`config.mk`:
```
export PLATFORM = sky130hd
export DESIGN_NAME = axil_seg7_master_flat
export DESIGN_NICKNAME = d
export VERILOG_FILES = /design/src/rtl/axi_pkg.sv /design/src/rtl/axi4lite_if.sv /design/src/rtl/axil_seg7_master.sv /design/src/flat_wrapper.sv
export SDC_FILE = /design/constraint.sdc
export NUM_CORES = 1
export LEC_CHECK = 0
export ABC_CLOCK_PERIOD_IN_PS = 3300
export CAP_MARGIN = 40
export CORE_UTILIZATION = 35
export DETAILED_ROUTE_END_ITERATION = 10
export PLACE_DENSITY = 0.73
export SETUP_SLACK_MARGIN = 0.05
export SKIP_LAST_GASP = 1
export SLEW_MARGIN = 20
export SYNTH_ARGS = -nofsm -noshare
export SYNTH_HDL_FRONTEND = slang
export SYNTH_SLANG_ARGS = --single-unit
export TNS_END_PERCENT = 100
```
`constraint.sdc`:
```
create_clock -name clk -period 3.3 [get_ports clk]
set_input_delay 0.66 -clock clk [delete_from_list [all_inputs] [get_ports clk]]
set_output_delay 0.66 -clock clk [all_outputs]
set_load 0.02 [all_outputs]
```
`src/rtl/axi_pkg.sv`:
```
// Shared AXI4-Lite constants plus the 7-segment register map and master status codes.
// Both the seg7 slave and the seg7 master import this package.
package axi_pkg;

  localparam logic [1:0] RESP_OKAY   = 2'b00;
  localparam logic [1:0] RESP_SLVERR = 2'b10;

  localparam logic [31:0] SEG7_REG_DIGITS = 32'h0000_0000;
  localparam logic [31:0] SEG7_REG_DOTS   = 32'h0000_0004;

  typedef enum logic [2:0] {
    SEG7_MST_OK        = 3'd0,
    SEG7_MST_BRESP_ERR = 3'd1,
    SEG7_MST_RRESP_ERR = 3'd2,
    SEG7_MST_MISMATCH  = 3'd3,
    SEG7_MST_TIMEOUT   = 3'd4
  } seg7_mst_status_e;

endpackage

```
`src/rtl/axi4lite_if.sv`:
```
// 32-bit AXI4-Lite bus bundle with master and slave views.
interface axi4lite_if;

  logic [31:0] awaddr;
  logic [2:0]  awprot;
  logic        awvalid;
  logic        awready;
  logic [31:0] wdata;
  logic [3:0]  wstrb;
  logic        wvalid;
  logic        wready;
  logic [1:0]  bresp;
  logic        bvalid;
  logic        bready;
  logic [31:0] araddr;
  logic [2:0]  arprot;
  logic        arvalid;
  logic        arready;
  logic [31:0] rdata;
  logic [1:0]  rresp;
  logic        rvalid;
  logic        rready;

  modport master (
    output awaddr, awprot, awvalid, wdata, wstrb, wvalid, bready,
    output araddr, arprot, arvalid, rready,
    input  awready, wready, bresp, bvalid, arready, rdata, rresp, rvalid
  );

  modport slave (
    input  awaddr, awprot, awvalid, wdata, wstrb, wvalid, bready,
    input  araddr, arprot, arvalid, rready,
    output awready, wready, bresp, bvalid, arready, rdata, rresp, rvalid
  );

endinterface

```
`src/rtl/axil_seg7_master.sv`:
```
// AXI4-Lite initiator: one command writes the seg7 digits then dots registers, optionally reads both back.
// Latency: accept-to-done 7 cycles (writes only) or 13 cycles (with readback) against a zero-wait slave.
// Backpressure: cmd_ready is low from accept through done; every AXI phase waits on the slave up to TIMEOUT_CYCLES.
module axil_seg7_master
  import axi_pkg::*;
#(
  parameter logic [31:0] BASE_ADDR      = 32'h0000_0000,
  parameter int          DIGITS         = 3,
  parameter bit          READBACK       = 1'b1,
  parameter int          TIMEOUT_CYCLES = 1024
) (
  input  logic                  clk,
  input  logic                  rst,
  input  logic                  cmd_valid,
  output logic                  cmd_ready,
  input  logic [DIGITS*4-1:0]   cmd_digits,
  input  logic [DIGITS-1:0]     cmd_dots,
  output logic                  done,
  output logic [2:0]            status,
  axi4lite_if.master            axi_if
);

  localparam int             TMO_W    = $clog2(TIMEOUT_CYCLES);
  localparam logic [TMO_W-1:0] TMO_LAST = TMO_W'(TIMEOUT_CYCLES - 1);

  typedef enum logic [2:0] {S_IDLE, S_WR, S_WB, S_RD_A, S_RD_R, S_DONE} state_e;

  state_e              state_q, state_d;
  seg7_mst_status_e    status_q, status_d;
  logic                reg_sel_q;
  logic [DIGITS*4-1:0] dig_q;
  logic [DIGITS-1:0]   dots_q;
  logic                aw_vld_q, w_vld_q, ar_vld_q;
  logic                aw_done_q, w_done_q;
  logic [31:0]         awaddr_q, wdata_q, araddr_q;
  logic [TMO_W-1:0]    tmo_q;
  logic                bready, rready;

  logic aw_hs, w_hs, ar_hs, wr_fin, tmo_hit, waiting, rd_mismatch;

  assign aw_hs   = aw_vld_q && axi_if.awready;
  assign w_hs    = w_vld_q && axi_if.wready;
  assign ar_hs   = ar_vld_q && axi_if.arready;
  assign wr_fin  = (aw_done_q || aw_hs) && (w_done_q || w_hs);
  assign tmo_hit = (tmo_q == TMO_LAST);
  assign waiting = (state_q == S_WR) || (state_q == S_WB) ||
                   (state_q == S_RD_A) || (state_q == S_RD_R);
  // Only the payload bits are compared; the slave may return anything above them.
  assign rd_mismatch = reg_sel_q ? (axi_if.rdata[DIGITS-1:0] != dots_q)
                                 : (axi_if.rdata[DIGITS*4-1:0] != dig_q);

  always_ff @(posedge clk) begin
    if (rst) state_q <= S_IDLE;
    else     state_q <= state_d;
  end

  always_comb begin
    state_d   = state_q;
    status_d  = status_q;
    cmd_ready = 1'b0;
    done      = 1'b0;
    bready    = 1'b0;
    rready    = 1'b0;
    case (state_q)
      S_IDLE: begin
        cmd_ready = 1'b1;
        if (cmd_valid) begin
          state_d  = S_WR;
          status_d = SEG7_MST_OK;
        end
      end
      S_WR: begin
        if (wr_fin) state_d = S_WB;
        else if (tmo_hit) begin
          state_d  = S_DONE;
          status_d = SEG7_MST_TIMEOUT;
        end
      end
      S_WB: begin
        bready = 1'b1;
        if (axi_if.bvalid) begin
          if (axi_if.bresp != RESP_OKAY) begin
            state_d  = S_DONE;
            status_d = SEG7_MST_BRESP_ERR;
          end else if (!reg_sel_q) state_d = S_WR;
          else if (READBACK)        state_d = S_RD_A;
          else                      state_d = S_DONE;
        end else if (tmo_hit) begin
          state_d  = S_DONE;
          status_d = SEG7_MST_TIMEOUT;
        end
      end
      S_RD_A: begin
        if (ar_hs) state_d = S_RD_R;
        else if (tmo_hit) begin
          state_d  = S_DONE;
          status_d = SEG7_MST_TIMEOUT;
        end
      end
      S_RD_R: begin
        rready = 1'b1;
        if (axi_if.rvalid) begin
          if (axi_if.rresp != RESP_OKAY) begin
            state_d  = S_DONE;
            status_d = SEG7_MST_RRESP_ERR;
          end else if (rd_mismatch) begin
            state_d  = S_DONE;
            status_d = SEG7_MST_MISMATCH;
          end else if (!reg_sel_q) state_d = S_RD_A;
          else                      state_d = S_DONE;
        end else if (tmo_hit) begin
          state_d  = S_DONE;
          status_d = SEG7_MST_TIMEOUT;
        end
      end
      S_DONE: begin
        done    = 1'b1;
        state_d = S_IDLE;
      end
      default: state_d = S_IDLE;
    endcase
  end

  always_ff @(posedge clk) begin
    if (rst) begin
      status_q  <= SEG7_MST_OK;
      reg_sel_q <= 1'b0;
      dig_q     <= '0;
      dots_q    <= '0;
      aw_vld_q  <= 1'b0;
      w_vld_q   <= 1'b0;
      ar_vld_q  <= 1'b0;
      aw_done_q <= 1'b0;
      w_done_q  <= 1'b0;
      awaddr_q  <= '0;
      wdata_q   <= '0;
      araddr_q  <= '0;
      tmo_q     <= '0;
    end else begin
      status_q <= status_d;
      if (state_d != state_q) tmo_q <= '0;
      else if (waiting)       tmo_q <= tmo_q + TMO_W'(1);
      case (state_q)
        S_IDLE: if (cmd_valid) begin
          dig_q     <= cmd_digits;
          dots_q    <= cmd_dots;
          reg_sel_q <= 1'b0;
          awaddr_q  <= BASE_ADDR + SEG7_REG_DIGITS;
          wdata_q   <= 32'(cmd_digits);
          aw_done_q <= 1'b0;
          w_done_q  <= 1'b0;
        end
        S_WR: begin
          // AW and W retire independently; VALIDs go up one cycle after entry.
          if (state_d != S_WR) begin
            aw_vld_q <= 1'b0;
            w_vld_q  <= 1'b0;
          end else begin
            if (aw_hs) begin
              aw_vld_q  <= 1'b0;
              aw_done_q <= 1'b1;
            end else if (!aw_done_q) aw_vld_q <= 1'b1;
            if (w_hs) begin
              w_vld_q  <= 1'b0;
              w_done_q <= 1'b1;
            end else if (!w_done_q) w_vld_q <= 1'b1;
          end
        end
        S_WB: begin
          if (state_d == S_WR) begin
            reg_sel_q <= 1'b1;
            awaddr_q  <= BASE_ADDR + SEG7_REG_DOTS;
            wdata_q   <= 32'(dots_q);
            aw_done_q <= 1'b0;
            w_done_q  <= 1'b0;
          end else if (state_d == S_RD_A) begin
            reg_sel_q <= 1'b0;
            araddr_q  <= BASE_ADDR + SEG7_REG_DIGITS;
          end
        end
        S_RD_A: ar_vld_q <= (state_d == S_RD_A);
        S_RD_R: if (state_d == S_RD_A) begin
          reg_sel_q <= 1'b1;
          araddr_q  <= BASE_ADDR + SEG7_REG_DOTS;
        end
        default: ;
      endcase
    end
  end

  assign status         = status_q;
  assign axi_if.awaddr  = awaddr_q;
  assign axi_if.awprot  = 3'b000;
  assign axi_if.awvalid = aw_vld_q;
  assign axi_if.wdata   = wdata_q;
  assign axi_if.wstrb   = 4'hF;
  assign axi_if.wvalid  = w_vld_q;
  assign axi_if.bready  = bready;
  assign axi_if.araddr  = araddr_q;
  assign axi_if.arprot  = 3'b000;
  assign axi_if.arvalid = ar_vld_q;
  assign axi_if.rready  = rready;

endmodule
```
`src/flat_wrapper.sv`:
```
// flat-port wrapper written by rule: the top's interface ports become plain ports
module axil_seg7_master_flat import axi_pkg::*;
#(
  parameter logic [31:0] BASE_ADDR      = 32'h0000_0000,
  parameter int          DIGITS         = 3,
  parameter bit          READBACK       = 1'b1,
  parameter int          TIMEOUT_CYCLES = 1024
)
  (clk, rst, cmd_valid, cmd_ready, cmd_digits, cmd_dots, done, status, axi_if_awaddr, axi_if_awprot, axi_if_awvalid, axi_if_wdata, axi_if_wstrb, axi_if_wvalid, axi_if_bready, axi_if_araddr, axi_if_arprot, axi_if_arvalid, axi_if_rready, axi_if_awready, axi_if_wready, axi_if_bresp, axi_if_bvalid, axi_if_arready, axi_if_rdata, axi_if_rresp, axi_if_rvalid);
  axi4lite_if axi_if_i ();
  input  logic clk;
  input  logic rst;
  input  logic cmd_valid;
  output logic cmd_ready;
  input  logic [DIGITS*4-1:0] cmd_digits;
  input  logic [DIGITS-1:0] cmd_dots;
  output logic done;
  output logic [2:0] status;
  output wire logic [$bits(axi_if_i.awaddr)-1:0] axi_if_awaddr;
  output wire logic [$bits(axi_if_i.awprot)-1:0] axi_if_awprot;
  output wire logic [$bits(axi_if_i.awvalid)-1:0] axi_if_awvalid;
  output wire logic [$bits(axi_if_i.wdata)-1:0] axi_if_wdata;
  output wire logic [$bits(axi_if_i.wstrb)-1:0] axi_if_wstrb;
  output wire logic [$bits(axi_if_i.wvalid)-1:0] axi_if_wvalid;
  output wire logic [$bits(axi_if_i.bready)-1:0] axi_if_bready;
  output wire logic [$bits(axi_if_i.araddr)-1:0] axi_if_araddr;
  output wire logic [$bits(axi_if_i.arprot)-1:0] axi_if_arprot;
  output wire logic [$bits(axi_if_i.arvalid)-1:0] axi_if_arvalid;
  output wire logic [$bits(axi_if_i.rready)-1:0] axi_if_rready;
  input wire logic [$bits(axi_if_i.awready)-1:0] axi_if_awready;
  input wire logic [$bits(axi_if_i.wready)-1:0] axi_if_wready;
  input wire logic [$bits(axi_if_i.bresp)-1:0] axi_if_bresp;
  input wire logic [$bits(axi_if_i.bvalid)-1:0] axi_if_bvalid;
  input wire logic [$bits(axi_if_i.arready)-1:0] axi_if_arready;
  input wire logic [$bits(axi_if_i.rdata)-1:0] axi_if_rdata;
  input wire logic [$bits(axi_if_i.rresp)-1:0] axi_if_rresp;
  input wire logic [$bits(axi_if_i.rvalid)-1:0] axi_if_rvalid;
  assign axi_if_awaddr = axi_if_i.awaddr;
  assign axi_if_awprot = axi_if_i.awprot;
  assign axi_if_awvalid = axi_if_i.awvalid;
  assign axi_if_wdata = axi_if_i.wdata;
  assign axi_if_wstrb = axi_if_i.wstrb;
  assign axi_if_wvalid = axi_if_i.wvalid;
  assign axi_if_bready = axi_if_i.bready;
  assign axi_if_araddr = axi_if_i.araddr;
  assign axi_if_arprot = axi_if_i.arprot;
  assign axi_if_arvalid = axi_if_i.arvalid;
  assign axi_if_rready = axi_if_i.rready;
  assign axi_if_i.awready = axi_if_awready;
  assign axi_if_i.wready = axi_if_wready;
  assign axi_if_i.bresp = axi_if_bresp;
  assign axi_if_i.bvalid = axi_if_bvalid;
  assign axi_if_i.arready = axi_if_arready;
  assign axi_if_i.rdata = axi_if_rdata;
  assign axi_if_i.rresp = axi_if_rresp;
  assign axi_if_i.rvalid = axi_if_rvalid;
  axil_seg7_master #(.BASE_ADDR(BASE_ADDR), .DIGITS(DIGITS), .READBACK(READBACK), .TIMEOUT_CYCLES(TIMEOUT_CYCLES)) u_core (.clk(clk), .rst(rst), .cmd_valid(cmd_valid), .cmd_ready(cmd_ready), .cmd_digits(cmd_digits), .cmd_dots(cmd_dots), .done(done), .status(status), .axi_if(axi_if_i));
endmodule
```
==> flow_metrics.env <==
export IMPL_synthXorXnorAreaFrac_pct=6.581
export IMPL_ys_types=55
export IMPL_cts_hold_buffers=0
export IMPL_p_leak_nw=1.489
export IMPL_synth_mux_area_share_pct=1.805
export IMPL_cp_top_family="buffers and inverters"
export IMPL_cts_inserted_buffers=5
export IMPL_grt_use_total_pct=14.30
export IMPL_remaining_drc_errors=0
export IMPL_syn_inst=412
export IMPL_grt_first_pass_wirelength_mm=11.48
export IMPL_num_vias=2779
export IMPL_setup_viol=0
export IMPL_p_per_area_mw_per_mm2=369.9
export IMPL_synth_top_family_by_area="buffers and inverters"
export IMPL_clock_skew_final_ns=0.007539
export IMPL_cts_tree="built"
export IMPL_drt_wl_total_mm=7.478
export IMPL_crit_chain="nor3_1 > clkdlybuf4s50_1"
export IMPL_nNetsFinal=526
export IMPL_synth_simple_area_share_pct=17.71
export IMPL_die_y_um=99.50
export IMPL_async_flop_share_pct=0
export IMPL_slew_violations=0
export IMPL_post_cts_buffers=0
export IMPL_ant_nets=0
export IMPL_reg2reg_to="u_core.axi_if.wdata[2]$_SDFFE_PP0P_"
export IMPL_avgRoutedWirePerCell_um=12.55
export IMPL_clk_pin_slew_ns=0.09
export IMPL_worst_path_max_fanout=17
export IMPL_first_global_vias=2534
export IMPL_crit_buf_inv=1
export IMPL_final_common_cell="conb_1"
export IMPL_crit_type="flip-flop to primary output"
export IMPL_timing_final_crit_share_pct=87.69
export IMPL_worstHoldPathCells=2
export IMPL_critPathLaunchType="flip-flop"
export IMPL_synth_top_area_share_pct=30.69
export IMPL_setup_ws_ns=0.4061
export IMPL_cts_htree_levels=2
export IMPL_clkSinkCount=51
export IMPL_syn_to_final_growth_pct=14.74
export IMPL_yosys_register_bits=51
export IMPL_synthFlopType="dfxtp_1"
export IMPL_root_buffer="clkbuf_8"
export IMPL_grt_antenna_before_repair=0
export IMPL_worstMarginPinSlew_ns=0.8563
export IMPL_ys_top_cells_by_area="dfxtp_1, buf_4, a21oi_1"
export IMPL_peakVddDrop_v=0.0002702
export IMPL_multi_input_comb_area_mm2=0.001839
export IMPL_drive_above_1_share_pct=5.139
export IMPL_start_util_pct=36.01
export IMPL_hold_path_end="u_core.dig_q[6]$_SDFFE_PP0P_"
export IMPL_r2r_start="u_core.tmo_q[0]$_SDFFE_PP0P_"
export IMPL_die_w_um=99.50
export IMPL_reg2reg_depth=8
export IMPL_hold_violations=0
export IMPL_hold_path_startpoint="u_core.dig_q[6]$_SDFFE_PP0P_"
export IMPL_rsz0062_at_grt="false"
export IMPL_synth_compound_area_share_pct=18.43
export IMPL_cpMaxStageDelayCell="clkdlybuf4s50_1"
export IMPL_drt_iter0_drc=178
export IMPL_yosys_area_share_adder_pct=0.3761
export IMPL_critical_path_max_stage_delay_ns=0.74
export IMPL_vias_per_cell=4.663
export IMPL_cts_resized=0
export IMPL_fillers=939
export IMPL_fp_dieArea_mm2=0.009899
export IMPL_fin_area_mm2=0.003817
export IMPL_cp_arrival_ns=2.23
export IMPL_syn_cell_area_mm2=0.003327
export IMPL_io_pins=175
export IMPL_synth_edf_count=0
export IMPL_placedInstanceArea_mm2=0.003714
export IMPL_regArea_mm2=0.001021
export IMPL_hp_class="flip-flop to flip-flop"
export IMPL_critPathRequiredTime_ns=2.64
export IMPL_coreArea_mm2=0.009240
export IMPL_finalSetupTns_ns=0
export IMPL_grt_max_degree=43
export IMPL_final_cell_mix="conb_1, clkdlybuf4s50_1, nand2_1, dfxtp_1, a21oi_1"
export IMPL_post_route_min_period_ns=2.894
export IMPL_reg2reg_setup_slack_ns=0.85
export IMPL_clockBufferDepth=2
export IMPL_ys_seq_area_share_pct=30.69
export IMPL_synth_top_cell_by_area="dfxtp_1"
export IMPL_maxSlewHeadroom_pct=42.88
export IMPL_portBuffers=62
export IMPL_timing_fmax_mhz=345.6
export IMPL_dp_hpwl_mm=5.708
export IMPL_status="complete, no violations"
export IMPL_rows=35
export IMPL_yosysWarnings=0
export IMPL_gp_congestion=0.8186
export IMPL_grt_overflow_total=0
export IMPL_first_pass_iters=4
export IMPL_place_ws_ns=0.4072
export IMPL_final_util_pct=41.31
export IMPL_clock_latency_ns=0.30
export IMPL_cap_violations=0
export IMPL_synth_area_per_cell_um2=8.075
export IMPL_diodes=0
export IMPL_endpoint_kind="primary output"
-- power by group --
| part | switching (mW) | leakage, nW | internal, mW |
|---|---|---|---|
| registers | 0.0236 | 0.416 | 0.643 |
| logic | 0.221 | 1.02 | 0.121 |
| clock network | 0.212 | 0.0505 | 0.191 |
-- cells by family (layout without fill, tap and decap cells) --
kind of cell | count (synthesis) | after routing
simple gates | 118 | 118
mux | 6 | 6
fa+ha+maj | 1 | 1
xor+xnor | 25 | 25
flops | 51 | 51
buf+inv | 116 | 81
compound gates | 93 | 93
other cells | 2 | 92
-- per-layer routing --
metal,share of wire [%],wire [um],global-route usage (%)
met5,0,0,0
met2,46,3422,24.25
met3,9.0,674,4.989
met1,44,3300,17.37
met4,1.1,81,3.394
-- Yosys cell counts (all sizes together) (2+ instances only) --
library cell	number
a21oi	43
a41oi	2
a221oi	2
xor2	7
buf	104
a211oi	5
and3	3
o21ai	7
inv	3
nor3b	3
o32ai	3
conb	2
nand4b	2
nand2b	4
clkbuf	9
nand3	9
nor3	12
or3	4
xnor2	18
o211ai	2
nand2	53
nand4	8
nor2b	5
mux2i	6
dfxtp	51
nor2	8
and2	2
a31oi	5
o31ai	11
nor4	2
-- flip-flops by register name, summed over array words and instances (netlist names) --
name,flops
u_core.aw_done_q,1
u_core.axi_if.araddr,1
u_core.axi_if.arvalid,1
u_core.axi_if.awaddr,1
u_core.axi_if.awvalid,1
u_core.axi_if.wdata,12
u_core.axi_if.wvalid,1
u_core.dig_q,12
u_core.dots_q,3
u_core.reg_sel_q,1
u_core.state_q,3
u_core.status,3
u_core.tmo_q,10
u_core.w_done_q,1
-- worst reg2reg max path, cell delays in order (launching register included) --
cell	delay [ns]
dfxtp_1	0.40
ha_1	0.23
nand3_2	0.10
or3_1	0.48
a211oi_2	0.31
o211ai_1	0.15
buf_4	0.21
nor3_2	0.32
a211oi_1	0.14
-- worst max path at each step --
| stage | startpoint | end | depth (start not counted) |
|---|---|---|---|
| floorplan | axi_if_rdata[5] | u_core.tmo_q[1]$_SDFFE_PP0P_ | 6 |
| CTS | u_core.state_q[2]$_SDFF_PP0_ | cmd_ready | 2 |
| detailed placement | axi_if_rdata[3] | u_core.tmo_q[1]$_SDFFE_PP0P_ | 7 |
| global route | u_core.state_q[2]$_SDFF_PP0_ | axi_if_rready | 3 |
| global placement | axi_if_rdata[1] | u_core.tmo_q[1]$_SDFFE_PP0P_ | 7 |
| finish | u_core.state_q[2]$_SDFF_PP0_ | cmd_ready | 2 |
-- final cells by class --
type                            count  share of cell area, %
Multi-Input combinational cell    335                  48.18
Sequential cell                    51                  26.75
Timing Repair Buffer               70                  17.83
Tap cell                          129                  4.228
Clock buffer                        7                  2.524
Inverter                            3                 0.2950
Clock inverter                      1                 0.1967
-- through the flow --
stage / total power, mW / instances / hold slack (ns)
floorplan: 0.9935 / 502 / 0.4481
global placement: 1.014 / 588 / 0.4562
detailed placement: 1.020 / 588 / 0.4601
CTS: 1.421 / 596 / 0.4772
global route: 1.469 / 596 / 0.5006
finish: 1.412 / 596 / 0.4782
(Power assumes the default switching activity.)
